--- config.mk ---
export PLATFORM = sky130hd
export DESIGN_NAME = cfo_corr_acc
export DESIGN_NICKNAME = d
export VERILOG_FILES = /design/src/rtl/cfo_pkg.sv /design/src/rtl/cfo_delay_line.sv /design/src/rtl/cfo_corr_acc.sv
export SDC_FILE = /design/constraint.sdc
export NUM_CORES = 2
export LEC_CHECK = 0
export BUFFER_PORTS_ARGS = -buffer_cell sky130_fd_sc_hd__buf_2
export CORE_MARGIN = 4
export CORE_UTILIZATION = 50
export CTS_CLUSTER_SIZE = 14
export DETAILED_ROUTE_END_ITERATION = 7
export MAX_ROUTING_LAYER = met4
export PLACE_DENSITY = 0.77
export RECOVER_POWER = 25
export SKIP_LAST_GASP = 1
export SYNTH_ARGS = -nofsm -noshare
export SYNTH_HDL_FRONTEND = slang
export SYNTH_HIERARCHICAL = 1
export SYNTH_SLANG_ARGS = --single-unit
--- constraint.sdc ---
create_clock -name clk -period 7.93 [get_ports clk]
set_input_delay 0.3965 -clock clk [delete_from_list [all_inputs] [get_ports clk]]
set_output_delay 0.3965 -clock clk [all_outputs]
set_load 0.005 [all_outputs]
--- src/rtl/cfo_pkg.sv ---
// Shared types and defaults for the CFO delay-and-correlate accumulator.
// Optional saturation is enabled with CFO_ACC_SAT_EN.
package cfo_pkg;

  typedef enum logic [2:0] {
    IDLE,
    FILL,
    ACC,
    FLUSH,
    DONE
  } state_t;

  localparam int DEF_DW    = 12;
  localparam int DEF_DLY   = 16;
  localparam int DEF_ACC_W = 32;

  function automatic int prod_w(input int dw);
    return 2 * dw + 1;
  endfunction

endpackage

--- src/rtl/cfo_delay_line.sv ---
// DLY-deep complex sample shift register with enable and sync clear.
// Output is the sample shifted in DLY enables ago.
module cfo_delay_line
  import cfo_pkg::*;
#(
  parameter int DW  = DEF_DW,
  parameter int DLY = DEF_DLY
) (
  input  logic                 clk,
  input  logic                 rst,
  input  logic                 en,
  input  logic                 clr,
  input  logic signed [DW-1:0] din_i,
  input  logic signed [DW-1:0] din_q,
  output logic signed [DW-1:0] dout_i,
  output logic signed [DW-1:0] dout_q
);

  logic signed [DW-1:0] li [DLY];
  logic signed [DW-1:0] lq [DLY];

  always_ff @(posedge clk or negedge rst) begin
    if (!rst) begin
      for (int k = 0; k < DLY; k++) begin
        li[k] <= '0;
        lq[k] <= '0;
      end
    end else if (clr) begin
      for (int k = 0; k < DLY; k++) begin
        li[k] <= '0;
        lq[k] <= '0;
      end
    end else if (en) begin
      li[0] <= din_i;
      lq[0] <= din_q;
      for (int k = 1; k < DLY; k++) begin
        li[k] <= li[k-1];
        lq[k] <= lq[k-1];
      end
    end
  end

  assign dout_i = li[DLY-1];
  assign dout_q = lq[DLY-1];

endmodule

--- src/rtl/cfo_corr_acc.sv ---
// Delay-and-correlate accumulator z = sum x[n]*conj(x[n-DLY]) for CFO.
// Define CFO_ACC_SAT_EN for saturating adds and a sticky sat output.
module cfo_corr_acc
  import cfo_pkg::*;
#(
  parameter int DW    = DEF_DW,
  parameter int DLY   = DEF_DLY,
  parameter int ACC_W = DEF_ACC_W
) (
  input  logic                    clk,
  input  logic                    rst,
  input  logic                    start,
  input  logic                    abort,
  input  logic                    in_valid,
  input  logic signed [DW-1:0]    in_i,
  input  logic signed [DW-1:0]    in_q,
  input  logic                    cntf,
  output logic                    cnt_en,
  output logic                    cnt_rst,
  output logic signed [ACC_W-1:0] acc_i,
  output logic signed [ACC_W-1:0] acc_q,
  output logic                    out_valid,
  output logic                    busy
`ifdef CFO_ACC_SAT_EN
  ,
  output logic                    sat
`endif
);

  localparam int PW = prod_w(DW);
  localparam int FW = $clog2(DLY + 1);

  state_t st;

  logic [FW-1:0] fcnt;
  logic          pv;
  logic          go;
  logic          shift;

  logic signed [PW-1:0] pr;
  logic signed [PW-1:0] pi;
  logic signed [PW-1:0] pe_r;
  logic signed [PW-1:0] pe_i;
  logic signed [PW-1:0] m_re;
  logic signed [PW-1:0] m_im;
  logic signed [PW-1:0] xi;
  logic signed [PW-1:0] xq;
  logic signed [PW-1:0] yi;
  logic signed [PW-1:0] yq;

  logic signed [DW-1:0] d_i;
  logic signed [DW-1:0] d_q;

  logic signed [ACC_W-1:0] sum_i;
  logic signed [ACC_W-1:0] sum_q;
  logic signed [ACC_W-1:0] nx_i;
  logic signed [ACC_W-1:0] nx_q;

  assign go    = (st == IDLE) && start && !abort;
  assign shift = in_valid && !abort && (st == FILL || st == ACC);

  cfo_delay_line #(
    .DW  (DW),
    .DLY (DLY)
  ) u_dly (
    .clk    (clk),
    .rst    (rst),
    .en     (shift),
    .clr    (go),
    .din_i  (in_i),
    .din_q  (in_q),
    .dout_i (d_i),
    .dout_q (d_q)
  );

  assign xi = PW'(in_i);
  assign xq = PW'(in_q);
  assign yi = PW'(d_i);
  assign yq = PW'(d_q);

  assign m_re = xi * yi + xq * yq;
  assign m_im = xq * yi - xi * yq;

  assign pe_r = pv ? pr : '0;
  assign pe_i = pv ? pi : '0;

`ifdef CFO_ACC_SAT_EN
  // Add in a width wide enough for both operands, then clip to ACC_W.
  localparam int SW = ((ACC_W > PW) ? ACC_W : PW) + 1;

  localparam logic signed [SW-1:0] SMAX =
    {{(SW-ACC_W+1){1'b0}}, {(ACC_W-1){1'b1}}};
  localparam logic signed [SW-1:0] SMIN =
    {{(SW-ACC_W+1){1'b1}}, {(ACC_W-1){1'b0}}};

  logic signed [SW-1:0] ws_i;
  logic signed [SW-1:0] ws_q;
  logic                 clip;
  logic                 sat_r;

  assign ws_i = SW'(sum_i) + SW'(pe_r);
  assign ws_q = SW'(sum_q) + SW'(pe_i);

  always_comb begin
    nx_i = ws_i[ACC_W-1:0];
    nx_q = ws_q[ACC_W-1:0];
    clip = 1'b0;
    if (ws_i > SMAX) begin
      nx_i = SMAX[ACC_W-1:0];
      clip = 1'b1;
    end else if (ws_i < SMIN) begin
      nx_i = SMIN[ACC_W-1:0];
      clip = 1'b1;
    end
    if (ws_q > SMAX) begin
      nx_q = SMAX[ACC_W-1:0];
      clip = 1'b1;
    end else if (ws_q < SMIN) begin
      nx_q = SMIN[ACC_W-1:0];
      clip = 1'b1;
    end
  end

  always_ff @(posedge clk or negedge rst) begin
    if (!rst) begin
      sat_r <= 1'b0;
    end else if (go) begin
      sat_r <= 1'b0;
    end else if (pv && clip) begin
      sat_r <= 1'b1;
    end
  end

  assign sat = sat_r;
`else
  assign nx_i = sum_i + ACC_W'(pe_r);
  assign nx_q = sum_q + ACC_W'(pe_i);
`endif

  always_ff @(posedge clk or negedge rst) begin
    if (!rst) begin
      st    <= IDLE;
      fcnt  <= '0;
      pv    <= 1'b0;
      pr    <= '0;
      pi    <= '0;
      sum_i <= '0;
      sum_q <= '0;
      acc_i <= '0;
      acc_q <= '0;
    end else begin
      pv <= 1'b0;
      if (pv) begin
        sum_i <= nx_i;
        sum_q <= nx_q;
      end
      if (abort) begin
        st <= IDLE;
      end else begin
        unique case (st)
          IDLE: begin
            if (start) begin
              st    <= FILL;
              fcnt  <= '0;
              sum_i <= '0;
              sum_q <= '0;
            end
          end
          FILL: begin
            if (in_valid) begin
              fcnt <= fcnt + 1'b1;
              if (fcnt == FW'(DLY - 1))
                st <= ACC;
            end
          end
          ACC: begin
            if (in_valid) begin
              pr <= m_re;
              pi <= m_im;
              pv <= 1'b1;
              if (cntf)
                st <= FLUSH;
            end
          end
          FLUSH: begin
            acc_i <= nx_i;
            acc_q <= nx_q;
            st    <= DONE;
          end
          DONE: st <= IDLE;
          default: st <= IDLE;
        endcase
      end
    end
  end

  assign out_valid = (st == DONE);
  assign busy      = (st != IDLE);
  assign cnt_rst   = (st == IDLE) || (st == DONE);
  assign cnt_en    = (st == ACC) && in_valid;

endmodule

# Word-level counts from Yosys, hierarchy flattened
# Cells that the tools add are included.
dict set report totals {
  register_bits 571
  in_bits 30
  out_inout_bits 68
  wordCells 106
}
dict set report classes {
  add_sub_neg 5
  multipliers 4
  n_eq_ne 12
  n_mux 27
  n_bitwise 1
  n_reduce_logical 16
}
# cell count
set op_table {}
lappend op_table {{192-bit 2-to-1 mux} 4}
lappend op_table {{32-bit 2-to-1 mux} 8}
lappend op_table {{12-bit by 12-bit multiplier with 24-bit output} 4}
lappend op_table {{32-bit by 25-bit adder with 32-bit output} 2}
lappend op_table {{25-bit 2-to-1 mux} 2}
lappend op_table {{24-bit by 24-bit adder with 25-bit output} 1}
lappend op_table {{24-bit by 24-bit subtractor with 25-bit output} 1}
lappend op_table {{3-bit 2-to-1 mux} 6}
lappend op_table {{3-bit inequality test, second input constant} 4}
lappend op_table {{3-bit case mux with 4 select lines} 1}
lappend op_table {{5-bit 2-to-1 mux} 2}
lappend op_table {{5-bit case mux with 2 select lines} 1}
lappend op_table {{3-bit by 2-bit == test with 1-bit output, second input constant} 2}
lappend op_table {{5-bit by 1-bit adder with 5-bit output, second input constant} 1}
lappend op_table {{5-bit by 4-bit == test with 1-bit output, second input constant} 1}
lappend op_table {{1-bit logical AND} 5}
lappend op_table {{5-bit AND reduction} 1}
lappend op_table {{2-bit inequality test, second input constant} 2}
lappend op_table {{4-bit AND reduction} 1}
lappend op_table {{2-bit nonzero test} 2}
lappend op_table {{3-bit by 1-bit == test with 1-bit output, second input constant} 1}
lappend op_table {{3-bit == test, second input constant} 1}
lappend op_table {{3-bit logical NOT} 1}
lappend op_table {{1-bit 2-to-1 mux} 3}
lappend op_table {{other kinds (7)} 8}

# Depth between registers and ports, before layout
dict set report depth {
  word_depth 6
  ltp_mapped 28
  depth_no_buf 26
}

# Hierarchy
# Netlist, hierarchy kept.
# mod n_inst cells_per_inst area_per_inst_um2 seq_area_each_um2
set modules_own_cells {}
lappend modules_own_cells {cfo_corr_acc 1 3587 33460.8 4679.5}
lappend modules_own_cells {cfo_delay_line 1 1262 16072.9 9609.2}

# Least setup slack after synthesis
# Ideal clock, no wire load.
dict set report synth_timing {
  path_type {input to register}
  startpoint {in in_q[11]}
  endpoint {reg pr[22]}
  setup_time_ps 133
  arrival_time_ps 6572
  required_ps 7797
  setup_slack_ps 1225
  cell_stages 22
  path_buffers 1
  cell_sequence {clkbuf_1 nand2_1 fa_1 fa_1 inv_1 fa_1 fa_1 fa_1 fa_1 inv_1 fa_1 inv_1 ha_1 a21o_1 a21o_1 a21oi_1 nor2_1 or4_4 a31o_2 a21oi_1 xor2_1 o21ai_0}
}
dict set report synth_between {
  elab_chain_cells 2
}
# element line_no
set synth_lines {}
lappend synth_lines {{start: declaration} cfo_corr_acc.sv:16} ;# input logic signed [DW-1:0] in_q,
lappend synth_lines {{12-bit by 12-bit multiplier with 24-bit output} cfo_corr_acc.sv:81} ;# assign m_re = xi * yi + xq * yq;
lappend synth_lines {{24-bit by 24-bit adder with 25-bit output} cfo_corr_acc.sv:81}
lappend synth_lines {{end signal: assignment} cfo_corr_acc.sv:178} ;# pr <= m_re;
lappend synth_lines {{end: declaration} cfo_corr_acc.sv:40} ;# logic signed [PW-1:0] pr;
# No other way between the ends.
# A chain may end at the register's enable or synchronous reset.

# Final worst setup path
dict set report layout_timing {
  startpoint {reg u_dly.lq, in the netlist u_dly/dout_q[2]}
  endpoint {reg pi[24]}
}
dict set report layout_between {
  elab_chain_cells 2
}
# element line_no
set layout_lines {}
lappend layout_lines {{start: declaration} cfo_delay_line.sv:20} ;# logic signed [DW-1:0] lq [DLY];
lappend layout_lines {{start signal: indexed assignment} cfo_delay_line.sv:38} ;# lq[k] <= lq[k-1];
lappend layout_lines {{12-bit by 12-bit multiplier with 24-bit output} cfo_corr_acc.sv:82} ;# assign m_im = xq * yi - xi * yq;
lappend layout_lines {{24-bit by 24-bit subtractor with 25-bit output} cfo_corr_acc.sv:82}
lappend layout_lines {{end signal: assignment} cfo_corr_acc.sv:179} ;# pi <= m_im;
lappend layout_lines {{end: declaration} cfo_corr_acc.sv:41} ;# logic signed [PW-1:0] pi;
# No other way between the ends.

==> impl_metrics.tcl <==
set metrics [dict create \
    worstReg2RegEnd "pi[24]$_DFFE_PN0P_" \
    reg2reg_from "u_dly/dout_q[2]$_DFFE_PN0P_" \
    placed_cell_area_sq_um 50430 \
    clock_latency_ns 0.64 \
    syn_area_sq_um 49530 \
    use_met3 0.05070 \
    fin_tns_setup_ns 0 \
    mostFrequentLayoutCells "inv_1 (759), fa_1 (653), dfrtp_1 (571)" \
    place.port_buffers 97 \
    postCtsResizedCells 0 \
    synthTopCellsByArea "dfrtp_1 (29%), fa_1 (26%), mux2i_1 (8.6%), ha_1 (6.4%), inv_1 (5.8%)" \
    final_common_cell "inv_1" \
    ys_ff_latch 571 \
    numCtsBuffers 59 \
    yosys.area.top_type "dfrtp_1" \
    crit_type "flop to flop" \
    r2r_slack_ns 0.42 \
    crit_fanout 25 \
    antenna_found_initial 16 \
    clock_sinks 571 \
    core_sq_um 98280 \
    viasPerCell 5.281 \
    violations "capacitance limit, slew limit" \
    start_util 0.5040 \
    firstDrtPassIters 6 \
    drive_above_1_share 0.05228 \
    hold_viol_final 0 \
    clk_pin_slew_ns 0.07 \
    yosysUniqueCellTypes 74 \
    leakage_nw 25.93 \
    grt_pass1_wl_microns 177700 \
    cap_violations 3 \
    cts_hold_buf 2 \
    startpoint "u_dly/dout_q[2]$_DFFE_PN0P_" \
    cp-end-kind "flop" \
    ioPinCount 98 \
    status "finished with violations" \
    yosysSeqAreaShare 0.2885 \
    crit_end "pi[24]$_DFFE_PN0P_" \
    critPathRequiredTime_ns 8.40 \
    syn_to_final_growth_pct 5.989 \
    nNetsFinal 5747 \
    hp-class "primary input to flop" \
    irDropWorstVdd_uv 165.6 \
    die_height_microns 322.8 \
    reg2reg_depth 22 \
    grtUsageMet1 0.2931 \
    fmax_ghz 0.1332 \
    vias 32520 \
    setup_violations 0 \
    worst_setup_path_start_kind "flop" \
    drcViolationCount 0 \
    layout_min_cycle_time_ns 7.509 \
    post_cts_buffers 0 \
    final_area_sq_um 52500 \
    clock_path_buffers 3 \
    power_density_nw_per_um2 118.3 \
    wl_microns 106000 \
    initialDrtViolationCount 2600 \
    grt_usage 0.2170 \
    ys.flop_type "dfrtp_1" \
    slew_violations 292 \
    min_period_over_period 0.9469 \
    syn_inst 4849 \
    use_met2 0.3342 \
    cp_data_arrival_time_ns 7.98 \
    grt_pass1_vias 34070 \
    dieWidth_microns 322.8 \
    maxSlewHeadroom -1.523 \
    die_area_sq_um 104200 \
    avgSynthCellArea_sq_um 10.22 \
    grt-ovfl-total 0 \
    synthDominantCellAreaShare 0.2885 \
    hpwl_microns 78240 \
    grt_busiest_layer "met2" \
    clock_skew_ns 0.02992 \
    tritoncts "built" \
    grt_max_degree 208 \
    async_reset_ff_frac 1.000 \
    place_inst 6034 \
    rsz0062_at_grt "false" \
    htreeDepth 2 \
    tightest_slew_ns 3.784 \
    yosys_warnings 6 \
    cts-root-buf "clkbuf_16" \
    avgRoutedWirePerCell_microns 17.21 \
    synth_nets 5786 \
    synth_edf_count 0 \
    fin_cells 6157 \
    rows 115 \
    gp_congestion 0.9089 \
    ant_nets 0 \
]
## power by group
| part | switching [mW] | total (mW) | internal, mW |
|---|---|---|---|
| sequential | 0.0180 | 2.96 | 2.94 |
| combinational | 0.211 | 0.274 | 0.0633 |
| clock | 1.20 | 2.98 | 1.77 |
| total | 1.43 | 6.21 | 4.78 |
## per-layer routing
metal | share of wire | up-vias
li1 | - | 14930
met1 | 0.43 | 16460
met2 | 0.46 | 955
met3 | 0.080 | 178
met4 | 0.027 | 0
met5 | 0 | -
## synth_stat cells, types with 21 or more instances
cell,number
mux2i_1,428
nand3_1,22
clkbuf_1,139
ha_1,254
nand2_1,441
xnor2_1,87
and2_1,330
inv_1,759
dfrtp_1,571
a21o_1,39
xor2_1,49
nor2b_1,21
buf_12,34
a21oi_1,77
nor2_1,509
nand2b_1,29
mux2_2,26
o21ai_0,112
fa_1,653
buf_4,26
buf_2,32
## cell families (layout without fill, tap and decap cells)
logic type      Yosys count  count (layout)  synth area share
fa+ha+maj               907             907            0.3281
buf+inv                1018            1027           0.09265
other cells               0              12                 0
compound gates          345             345           0.04357
mux                     454             454           0.09240
simple gates           1418            1418            0.1308
flops                   571             571            0.2885
xor+xnor                136             136           0.02405
## registers in the layout, summed over array words and instances (netlist names)
name and cells:
st 3, u_dly/dout_q 12, acc_q 32, fcnt 5
pr 25, u_dly/dout_i 12, u_dly/lq 180, sum_q 32
u_dly/li 180, pi 25, sum_i 32, acc_i 32
pv 1
## metrics by stage
step                total power [mW]  worst slack, ns    util  hold slack (ns)
global route                   6.430          0.08671  0.5342           0.1065
global placement               3.281           0.6234  0.5132           0.4494
floorplan                      3.174            1.225       -           0.1009
CTS                            6.284           0.4813  0.5346          0.05079
finish                         6.209           0.4212  0.5342          0.08424
detailed placement             3.288           0.5045  0.5132           0.4574
## cell type report
class,count,area [sq um]
sequential,571,14290
timing repair buffer,157,944.7
fill,8470,45780
clock inverter,29,422.9
antenna,12,30.03
tap,1287,1610
multi-input combinational,3260,30670
inverter,761,2864
clock buffer,80,1667
## worst max-delay path: stages (launching register included)
cell and delay, ns:
dfrtp_1 0.97, nand2_1 0.24, inv_1 0.14, fa_1 0.64, fa_1 0.57, inv_1 0.05
fa_1 0.49, fa_1 0.60, fa_1 0.46, fa_1 0.50, inv_1 0.06, fa_1 0.49
inv_1 0.04, ha_1 0.38, a21o_1 0.24, a21o_1 0.20, a21o_1 0.17, a21o_1 0.17
a21oi_1 0.13, o21a_1 0.20, o21ai_0 0.12, xnor2_1 0.38, o21ai_0 0.13
## how the worst min path moves through the flow
| stage | start | to | slack, ns | depth (start not counted) |
|---|---|---|---|---|
| 6_report | cntf | st[0]$_DFFE_PN0P_ | 0.08 | 3 |
| 5_1_grt | cntf | st[0]$_DFFE_PN0P_ | 0.11 | 3 |
| 2_1_floorplan | rst | acc_i[0]$_DFFE_PN0P_ | 0.10 | 0 |
| 3_3_place_gp | pi[0]$_DFFE_PN0P_ | pi[0]$_DFFE_PN0P_ | 0.45 | 2 |
| 3_5_place_dp | acc_q[30]$_DFFE_PN0P_ | acc_q[30]$_DFFE_PN0P_ | 0.46 | 2 |
| 4_1_cts | cntf | st[0]$_DFFE_PN0P_ | 0.05 | 3 |
No activity file was read; power rests on OpenSTA's default activity.
